## config.mk

```make
export PLATFORM = sky130hd
export DESIGN_NAME = pipe_stage_reg
export DESIGN_NICKNAME = d
export VERILOG_FILES = /design/src/rtl/pipe_pkg.sv /design/src/rtl/pipe_perf_cnt.sv /design/src/rtl/pipe_stage_reg.sv
export SDC_FILE = /design/constraint.sdc
export NUM_CORES = 1
export LEC_CHECK = 0
export BUFFER_PORTS_ARGS = -buffer_cell sky130_fd_sc_hd__buf_2
export CAP_MARGIN = 20
export CORE_MARGIN = 10
export CORE_UTILIZATION = 55
export CTS_CLUSTER_DIAMETER = 120
export DETAILED_ROUTE_END_ITERATION = 10
export PLACE_DENSITY = 0.84
export SLEW_MARGIN = 20
export SYNTH_ARGS = -nofsm -noshare
export SYNTH_HDL_FRONTEND = slang
export SYNTH_HIERARCHICAL = 1
export SYNTH_SLANG_ARGS = --single-unit
```

## constraint.sdc

```tcl
create_clock -name Clock_i -period 4.17 [get_ports Clock_i]
set_clock_uncertainty 0.15 [all_clocks]
set_input_delay 0.834 -clock Clock_i [delete_from_list [all_inputs] [get_ports Clock_i]]
set_output_delay 0.834 -clock Clock_i [all_outputs]
set_load 0.01 [all_outputs]
```

## src/rtl/pipe_pkg.sv

```systemverilog
// pipe_pkg -- shared definitions for the elastic pipeline-stage register.
//   * default payload widths
//   * occupancy state enum {ST_EMPTY, ST_FULL, ST_SKID}
//   * payload struct at default widths (reference layout for users)
//   * flush_discards(): held entries lost to a flush this cycle
package pipe_pkg;

  localparam int unsigned PIPE_DATA_W = 32;
  localparam int unsigned PIPE_REG_W  = 5;
  localparam int unsigned PIPE_WB_W   = 2;
  localparam int unsigned PIPE_M_W    = 2;

  typedef enum logic [1:0] {
    ST_EMPTY = 2'd0,
    ST_FULL  = 2'd1,
    ST_SKID  = 2'd2
  } pipe_state_e;

  typedef struct packed {
    logic [PIPE_WB_W-1:0]   wb;
    logic [PIPE_M_W-1:0]    m;
    logic [PIPE_DATA_W-1:0] alu;
    logic [PIPE_DATA_W-1:0] wdata;
    logic [PIPE_REG_W-1:0]  rd;
  } pipe_payload_t;

  // Entries held in a state minus the one leaving downstream this cycle.
  // A draining MAIN entry counts as delivered, not discarded.
  function automatic logic [1:0] flush_discards(input pipe_state_e st, input logic drain);
    logic [1:0] held;
    case (st)
      ST_FULL: held = 2'd1;
      ST_SKID: held = 2'd2;
      default: held = 2'd0;
    endcase
    return held - {1'b0, drain};
  endfunction

endpackage

```

## src/rtl/pipe_perf_cnt.sv

```systemverilog
// pipe_perf_cnt -- saturating performance counters for pipe_stage_reg.
// Ports:
//   i_clk, i_rst_n     clock, async active-low reset
//   i_stall            count one stall cycle
//   i_flush_add [1:0]  entries discarded by a flush this cycle
//   o_stall_cnt [31:0] stall cycles, saturating
//   o_flush_cnt [15:0] flushed entries, saturating
module pipe_perf_cnt (
  input  logic        i_clk,
  input  logic        i_rst_n,
  input  logic        i_stall,
  input  logic [1:0]  i_flush_add,
  output logic [31:0] o_stall_cnt,
  output logic [15:0] o_flush_cnt
);

  logic [31:0] r_stall_cnt;
  logic [15:0] r_flush_cnt;
  logic [16:0] w_flush_sum;

  // One extra bit catches the wrap so the add can clamp instead.
  assign w_flush_sum = {1'b0, r_flush_cnt} + {15'd0, i_flush_add};

  always_ff @(posedge i_clk or negedge i_rst_n) begin
    if (!i_rst_n) begin
      r_stall_cnt <= '0;
      r_flush_cnt <= '0;
    end else begin
      if (i_stall && (r_stall_cnt != '1))
        r_stall_cnt <= r_stall_cnt + 32'd1;
      r_flush_cnt <= w_flush_sum[16] ? '1 : w_flush_sum[15:0];
    end
  end

  assign o_stall_cnt = r_stall_cnt;
  assign o_flush_cnt = r_flush_cnt;

endmodule

```

## src/rtl/pipe_stage_reg.sv

```systemverilog
// pipe_stage_reg -- elastic pipeline-stage register with a 2-entry skid
// buffer (MAIN drives the outputs, SKID absorbs one overflow entry), so
// Ready_o is a flop and never depends on Ready_i combinationally.
// Ports:
//   Clock_i, Rst_n_i                 clock, async active-low reset
//   Flush_i                          sync flush, drops all held entries
//   Valid_i / Ready_o                upstream handshake (Ready_o registered)
//   WB_i, M_i, ALU_i, WriteData_i, RegRd_i   payload in
//   Valid_o / Ready_i                downstream handshake
//   WB_o, M_o, ALU_o, WriteData_o, RegRd_o   head-entry payload out
//   StallCnt_o, FlushCnt_o           perf counters, only with PIPE_STAGE_PERF_EN
module pipe_stage_reg
  import pipe_pkg::*;
#(
  parameter int unsigned DATA_W = PIPE_DATA_W,
  parameter int unsigned REG_W  = PIPE_REG_W,
  parameter int unsigned WB_W   = PIPE_WB_W,
  parameter int unsigned M_W    = PIPE_M_W
) (
  input  logic              Clock_i,
  input  logic              Rst_n_i,
  input  logic              Flush_i,
  input  logic              Valid_i,
  output logic              Ready_o,
  input  logic [WB_W-1:0]   WB_i,
  input  logic [M_W-1:0]    M_i,
  input  logic [DATA_W-1:0] ALU_i,
  input  logic [DATA_W-1:0] WriteData_i,
  input  logic [REG_W-1:0]  RegRd_i,
  output logic              Valid_o,
  input  logic              Ready_i,
  output logic [WB_W-1:0]   WB_o,
  output logic [M_W-1:0]    M_o,
  output logic [DATA_W-1:0] ALU_o,
  output logic [DATA_W-1:0] WriteData_o,
  output logic [REG_W-1:0]  RegRd_o
`ifdef PIPE_STAGE_PERF_EN
  ,
  output logic [31:0]       StallCnt_o,
  output logic [15:0]       FlushCnt_o
`endif
);

  typedef struct packed {
    logic [WB_W-1:0]   wb;
    logic [M_W-1:0]    m;
    logic [DATA_W-1:0] alu;
    logic [DATA_W-1:0] wdata;
    logic [REG_W-1:0]  rd;
  } entry_t;

  pipe_state_e r_state, w_state_nxt;
  entry_t      r_main, r_skid, w_in;
  logic        r_ready;
  logic        w_valid, w_accept, w_drain;

  assign w_in     = '{wb: WB_i, m: M_i, alu: ALU_i, wdata: WriteData_i, rd: RegRd_i};
  assign w_valid  = (r_state != ST_EMPTY);
  assign w_accept = Valid_i & r_ready;
  assign w_drain  = w_valid & Ready_i;

  always_comb begin
    w_state_nxt = r_state;
    if (Flush_i) begin
      w_state_nxt = ST_EMPTY;
    end else begin
      case (r_state)
        ST_EMPTY: if (w_accept) w_state_nxt = ST_FULL;
        ST_FULL: begin
          if (w_drain && !w_accept)      w_state_nxt = ST_EMPTY;
          else if (w_accept && !w_drain) w_state_nxt = ST_SKID;
        end
        ST_SKID:  if (w_drain) w_state_nxt = ST_FULL;
        default:  w_state_nxt = ST_EMPTY;
      endcase
    end
  end

  always_ff @(posedge Clock_i or negedge Rst_n_i) begin
    if (!Rst_n_i) begin
      r_state <= ST_EMPTY;
      r_ready <= 1'b1;
    end else begin
      r_state <= w_state_nxt;
      r_ready <= (w_state_nxt != ST_SKID);
    end
  end

  // MAIN keeps its contents on drain/flush so ALU/WriteData/RegRd hold
  // their last value while the stage is a bubble.
  always_ff @(posedge Clock_i or negedge Rst_n_i) begin
    if (!Rst_n_i) begin
      r_main <= '0;
      r_skid <= '0;
    end else if (!Flush_i) begin
      case (r_state)
        ST_EMPTY: if (w_accept) r_main <= w_in;
        ST_FULL: begin
          if (w_accept && w_drain)  r_main <= w_in;
          if (w_accept && !w_drain) r_skid <= w_in;
        end
        ST_SKID:  if (w_drain) r_main <= r_skid;
        default: ;
      endcase
    end
  end

  assign Valid_o     = w_valid;
  assign Ready_o     = r_ready;
  // Bubbles must not write registers or touch memory.
  assign WB_o        = w_valid ? r_main.wb : '0;
  assign M_o         = w_valid ? r_main.m  : '0;
  assign ALU_o       = r_main.alu;
  assign WriteData_o = r_main.wdata;
  assign RegRd_o     = r_main.rd;

`ifdef PIPE_STAGE_PERF_EN
  logic [1:0] w_flush_add;
  assign w_flush_add = Flush_i ? flush_discards(r_state, w_drain) : 2'd0;

  pipe_perf_cnt u_perf (
    .i_clk       (Clock_i),
    .i_rst_n     (Rst_n_i),
    .i_stall     (w_valid & ~Ready_i),
    .i_flush_add (w_flush_add),
    .o_stall_cnt (StallCnt_o),
    .o_flush_cnt (FlushCnt_o)
  );
`endif

endmodule

```

==> flow_summary.ini, run 1 <==
[global_routing]
gr-usage-met1 = 0.1815
grt_overflow = 0
antenna_found_initial = 1
grt_pass1_wl_um = 24120
met2_usage = 0.3009
first_global_vias = 4727
grt_max_degree = 113
grt_util_all_layers = 0.1690
use_met3 = 0.05338
top_usage_layer = met2

[die]
coreArea_sq_um = 12620
io_pins = 153
row_count = 41
die_area_sq_um = 17850
initial_core_util = 0.5625
die_width_um = 133.6
die_y_um = 133.6

[yosys]
syn_inst = 562
ys_ff_latch = 149
yosys_warnings = 6
synth_top_area_share = 0.5218
synth_edf_count = 0
synth_flop_cell = dfrtp_1
synth_largest_area_cell = dfrtp_1
synth_nets = 640
syn_area_per_cell_sq_um = 12.63
ys_async_sr_fraction = 1.000
netlist_area_sq_um = 7098
synth_area_leaders = dfrtp_1 (52%), mux2_4 (15%), mux2i_1 (10%)
yosysSeqAreaShare = 0.5255
ys_types = 25

[place]
gp_congestion = 0.7983
place_area_sq_um = 7377
hpwl_um = 10140
port_buffers = 152
dp_slack_ns = 1.091

[detailed_routing]
dr.pass1.iters = 4
routed_via_density = 5.126
drt-wirelength-per-cell_um = 18.15
ant_nets = 0
drc = 0
wl_um = 14960
drt_iter0_markers = 225
num_vias = 4224

[critical_path]
cpPeakStageDelay_ns = 0.54
worstPathCellList = buf_2, nand4b_1, or3_4, buf_12, buf_4, mux2_4
r2r_cells = 5
critPathBufInv = 3
r2r_start = Ready_o
cp_top_family = buffers and inverters
start_kind = input pin
r2r_slack_ns = 1.69
crit_fanout = 31
required_ns = 4.31
reg2reg_to = r_skid[7]
endpoint_kind = flop
critical_path_class = input pin to flop
slowest_stage = or3_4
crit_start = Valid_i
crit_arrival_ns = 2.64

[clock_network]
cts_sinks = 149
clock_latency_ns = 0.41
post_cts_resize_count = 0
htree_levels = 4
cts_made_buffers = 17
hold_buffers = 0
path_clk_slew_ns = 0.06
clock_tree.buffer_depth = 2
post-cts-setup-buffers = 0
cts_tree = yes
cts_root_buffer = clkbuf_16

[pwr]
comb_power_share = 0.203
power.internal_mw = 3.293
powerDensity_nw_per_um2 = 557.3
power_mw = 4.462
switching_share = 0.2620
p_leak_nw = 4.357
net-switching-power_mw = 1.169
p_seq_frac = 0.453
peakVddDrop_mv = 0.2853
clockPowerShare = 0.344

[sta]
drv_slew = 0
relSlewSlack = 0.2866
setup_slack_ns = 1.668
hold_slack_ns = 0.3060
hold_violations = 0
fin_setup_tns_ns = 0
setup_viol = 0
rsz0062_at_grt = no
fmax_mhz = 399.8
period_share = 0.5999
min_period_ns = 2.502
worst_pin_slew_ns = 1.070

[status]
status = completed

[run]
cap_viol_max_count = 0

[layout]
final_common_cell = buf_2
area_delta_synth_final_pct = 12.80
drive_gt1_frac = 0.4117
fillers = 980
stdcell_area_sq_um = 8006
nets = 716
regArea_sq_um = 3730
layout_common_cells = buf_2 (151), dfrtp_1 (148), nor2_1 (74)
multi_input_area_sq_um = 2608

[worst_hold_path]
hold_class = input pin to asynchronous set/reset pin
## worst max path at each step
stage / end / cells after the start
floorplan: r_skid[0] / 5
global placement: r_skid[0] / 5
detailed placement: r_skid[2] / 5
CTS: r_skid[7] / 5
global route: M_o[1] / 3
finish: r_skid[7] / 6
## sequential cells by signal, indices dropped and copies added (netlist names)
register and count:
r_skid 73, ALU_o 32, WriteData_o 32, RegRd_o 5, r_main 4, r_state 2, Ready_o 1
## routing by layer
| layer | up-vias | routed length (um) |
|---|---|---|
| met3 | 22 | 773 |
| met1 | 2093 | 6090 |
| li1 | 2002 | - |
| met2 | 107 | 7839 |
| met4 | 0 | 252 |
| met5 | - | 0 |
## area by class of cell
class / instances / share of cell area
antenna: 1 / 0.0003125
clock buffer: 24 / 0.06392
clock inverter: 8 / 0.01188
inverter: 2 / 0.0009376
multi-input combinational: 310 / 0.3257
sequential: 149 / 0.4659
tap: 172 / 0.02688
timing repair buffer: 158 / 0.1045
## metrics by stage
| stage | instances | utilization |
|---|---|---|
| 2_1_floorplan | 562 | - |
| 3_3_place_gp | 790 | 0.5846 |
| 3_5_place_dp | 790 | 0.5846 |
| 4_1_cts | 822 | 0.6327 |
| 5_1_grt | 823 | 0.6342 |
| 6_report | 824 | 0.6344 |
## power by group through the flow
stage	combinational, mW	clock, mW	sequential (mW)
after global placement	0.877	0	2.01
final	0.905	1.54	2.02
after detailed placement	0.917	0	2.03
after floorplan	0.801	0	1.97
after CTS	0.923	1.57	2.02
after global routing	0.993	1.64	2.06
## cell families after synthesis
logic type             synth area share
AOI/OAI and AO/OA               0.05588
buffers and inverters            0.1111
DFF                              0.5255
muxes                            0.2558
and+or+nand+nor                 0.05182
## Yosys cell counts (3+ instances only)
master and number:
clkbuf_1 3, buf_4 69, dfrtp_1 148, mux2_2 3, mux2i_1 73, nor2_1 74, buf_2 17, buf_12 7
mux2_4 70, a21oi_1 73, nor2b_1 4, buf_1 4
No activity file was read; power rests on OpenSTA's default activity.
==> inputs of run 2 (changes only) <==
--- a/config.mk
+++ b/config.mk
@@ -8,10 +8,10 @@
 export BUFFER_PORTS_ARGS = -buffer_cell sky130_fd_sc_hd__buf_2
 export CAP_MARGIN = 20
 export CORE_MARGIN = 10
-export CORE_UTILIZATION = 55
+export CORE_UTILIZATION = 49
 export CTS_CLUSTER_DIAMETER = 120
 export DETAILED_ROUTE_END_ITERATION = 10
-export PLACE_DENSITY = 0.84
+export PLACE_DENSITY = 0.8
 export SLEW_MARGIN = 20
 export SYNTH_ARGS = -nofsm -noshare
 export SYNTH_HDL_FRONTEND = slang
==> constraint.sdc (replaced) <==
create_clock -name Clock_i -period 2.2 [get_ports Clock_i]
set_clock_uncertainty 0.15 [all_clocks]
set_input_delay 0.44 -clock Clock_i [delete_from_list [all_inputs] [get_ports Clock_i]]
set_output_delay 0.44 -clock Clock_i [all_outputs]
set_load 0.01 [all_outputs]
==> run 2 against run 1 <==
  * Clock-buffer cell count shrank 3
  * Clock power grew 99%
  * Cell area grew 1.4%
  * Sequential share of layout area shrank 0.62 points
  * Wire length shrank 1.3%
  * Worst hold slack lost 0.20 ns
  * First-iteration DRC count shrank 17%
  * Combinational power grew 91%
  * Utilization shrank 5.7 points
  * Worst setup slack lost 1.5 ns
  * Global-route usage shrank 1.7 points
  * Non-clock buffer count grew 4
  * Highest routed layer unchanged
==> flow_summary.ini, run 2 (same netlist as run 1, synthesis figures left out) <==
[detailed_routing]
routed_via_density = 5.124
drt_iter0_markers = 186
dr.pass1.iters = 4
wl_um = 14760
drt-wirelength-per-cell_um = 17.69
drc = 0
ant_nets = 0
num_vias = 4273

[global_routing]
grt_overflow = 0
grt_max_degree = 83
first_global_vias = 4662
grt_util_all_layers = 0.1519
grt_pass1_wl_um = 24440
antenna_found_initial = 0

[layout]
largest_reg_flops = 73
stdcell_area_sq_um = 8115
largest-register = r_skid
stdcell_count = 834
drive_gt1_frac = 0.4144
num_antenna_cells = 0
final_common_cell = buf_2
area_delta_synth_final_pct = 14.33
layout_common_cells = buf_2 (151), dfrtp_1 (148), mux2i_1 (73), nor2_1 (73), a21oi_1 (73)
nets = 720

[critical_path]
crit_fanout = 73
endpoint_kind = flop
start_kind = flop
r2r_slack_ns = 0.16
required_ns = 2.34
critical_path_class = flop to flop
crit_arrival_ns = 2.18

[sta]
setup_viol = 0
hold_violations = 0
drv_slew = 0
min_period_ns = 2.037
worst_pin_slew_ns = 0.5748
fmax_mhz = 490.8
relSlewSlack = 0.6168
period_share = 0.9260
fin_setup_tns_ns = 0
rsz0062_at_grt = no
setup_slack_ns = 0.1627

[die]
row_count = 43
die_area_sq_um = 19700
initial_core_util = 0.5055
die_width_um = 140.4
die_y_um = 140.4
coreArea_sq_um = 14040
io_pins = 153

[place]
port_buffers = 152
dp_slack_ns = 0.1933
gp_congestion = 0.7500
hpwl_um = 9859
place_area_sq_um = 7480
place_inst = 802

[pwr]
power.internal_mw = 6.384
p_seq_frac = 0.444
switching_share = 0.2583
powerDensity_nw_per_um2 = 1061
peakVddDrop_mv = 0.8728
comb_power_share = 0.200
clockPowerShare = 0.355
p_leak_nw = 4.405
net-switching-power_mw = 2.223

[clock_network]
post-cts-setup-buffers = 0
htree_levels = 4
cts_sinks = 149
cts_root_buffer = clkbuf_16
clock_tree.buffer_depth = 2
clock_latency_ns = 0.42
path_clk_slew_ns = 0.06
cts_made_buffers = 17
cts_tree = yes

[run]
cap_viol_max_count = 0

[status]
status = completed

[worst_hold_path]
hold_class = input pin to flop
## run 2: changes by cell type in the layout (fill, tap and decap cells not counted), sizes merged
cell         before  now
clkbuf           24   21
clkinvlp          2    1
diode             1    0
bufinv            2    4
clkinv            4    5
buf             158  161
dlygate4sd3       0    1
## run 2: final timing paths
check,from,endpoint,cells after the start
worst min register to register,r_skid[17],r_skid[17],1
worst max register to register,r_state[1],r_skid[59],4
min in group asynchronous,Rst_n_i,r_skid[6],2
max in group asynchronous,Rst_n_i,Ready_o,3
worst max-delay path,r_state[1],r_skid[59],4
worst min-delay path,Flush_i,r_state[0],2
## run 2: worst max-delay path, stage by stage (launching register included)
cell	delay, ns
dfrtp_1	0.47
nand4b_1	0.24
or3_4	0.36
buf_12	0.28
mux2_4	0.37
## run 2: cell type report
class / count / area [sq um]
clock buffer: 21 / 470.5
fill: 1118 / 5927
inverter: 2 / 7.507
clock inverter: 10 / 152.6
tap: 180 / 225.2
sequential: 149 / 3730
timing repair buffer: 162 / 919.6
multi-input combinational: 310 / 2610
## run 2: power groups by stage
stage | Sequential [mW] | Clock [mW] | Combinational [mW]
2_1_floorplan | 3.74 | 0 | 1.52
3_3_place_gp | 3.82 | 0 | 1.67
3_5_place_dp | 3.84 | 0 | 1.75
4_1_cts | 3.82 | 3.12 | 1.76
5_1_grt | 3.91 | 3.25 | 1.90
6_report | 3.82 | 3.06 | 1.73
## run 2: what timing repair did
item	CTS	global route
hold buffers	1	0
gates resized for setup	0	1
setup endpoints to repair	0	1
hold endpoints to repair	48	0
## run 2: routing by layer
metal | GRT usage | share of wire
met3 | 0.05578 | 0.065
met2 | 0.2480 | 0.49
met1 | 0.1809 | 0.43
met5 | 0 | 0
met4 | 0.05109 | 0.013
## run 2: per-stage QoR
step                      total power [mW]  hold WS [ns]  utilization
after floorplan                      5.254     -0.005591            -
final                                8.607        0.1070       0.5779
after CTS                            8.700       0.08926       0.5777
after global placement               5.484        0.2778       0.5327
after detailed placement             5.589        0.2812       0.5327
after global routing                 9.055       0.09759       0.5779
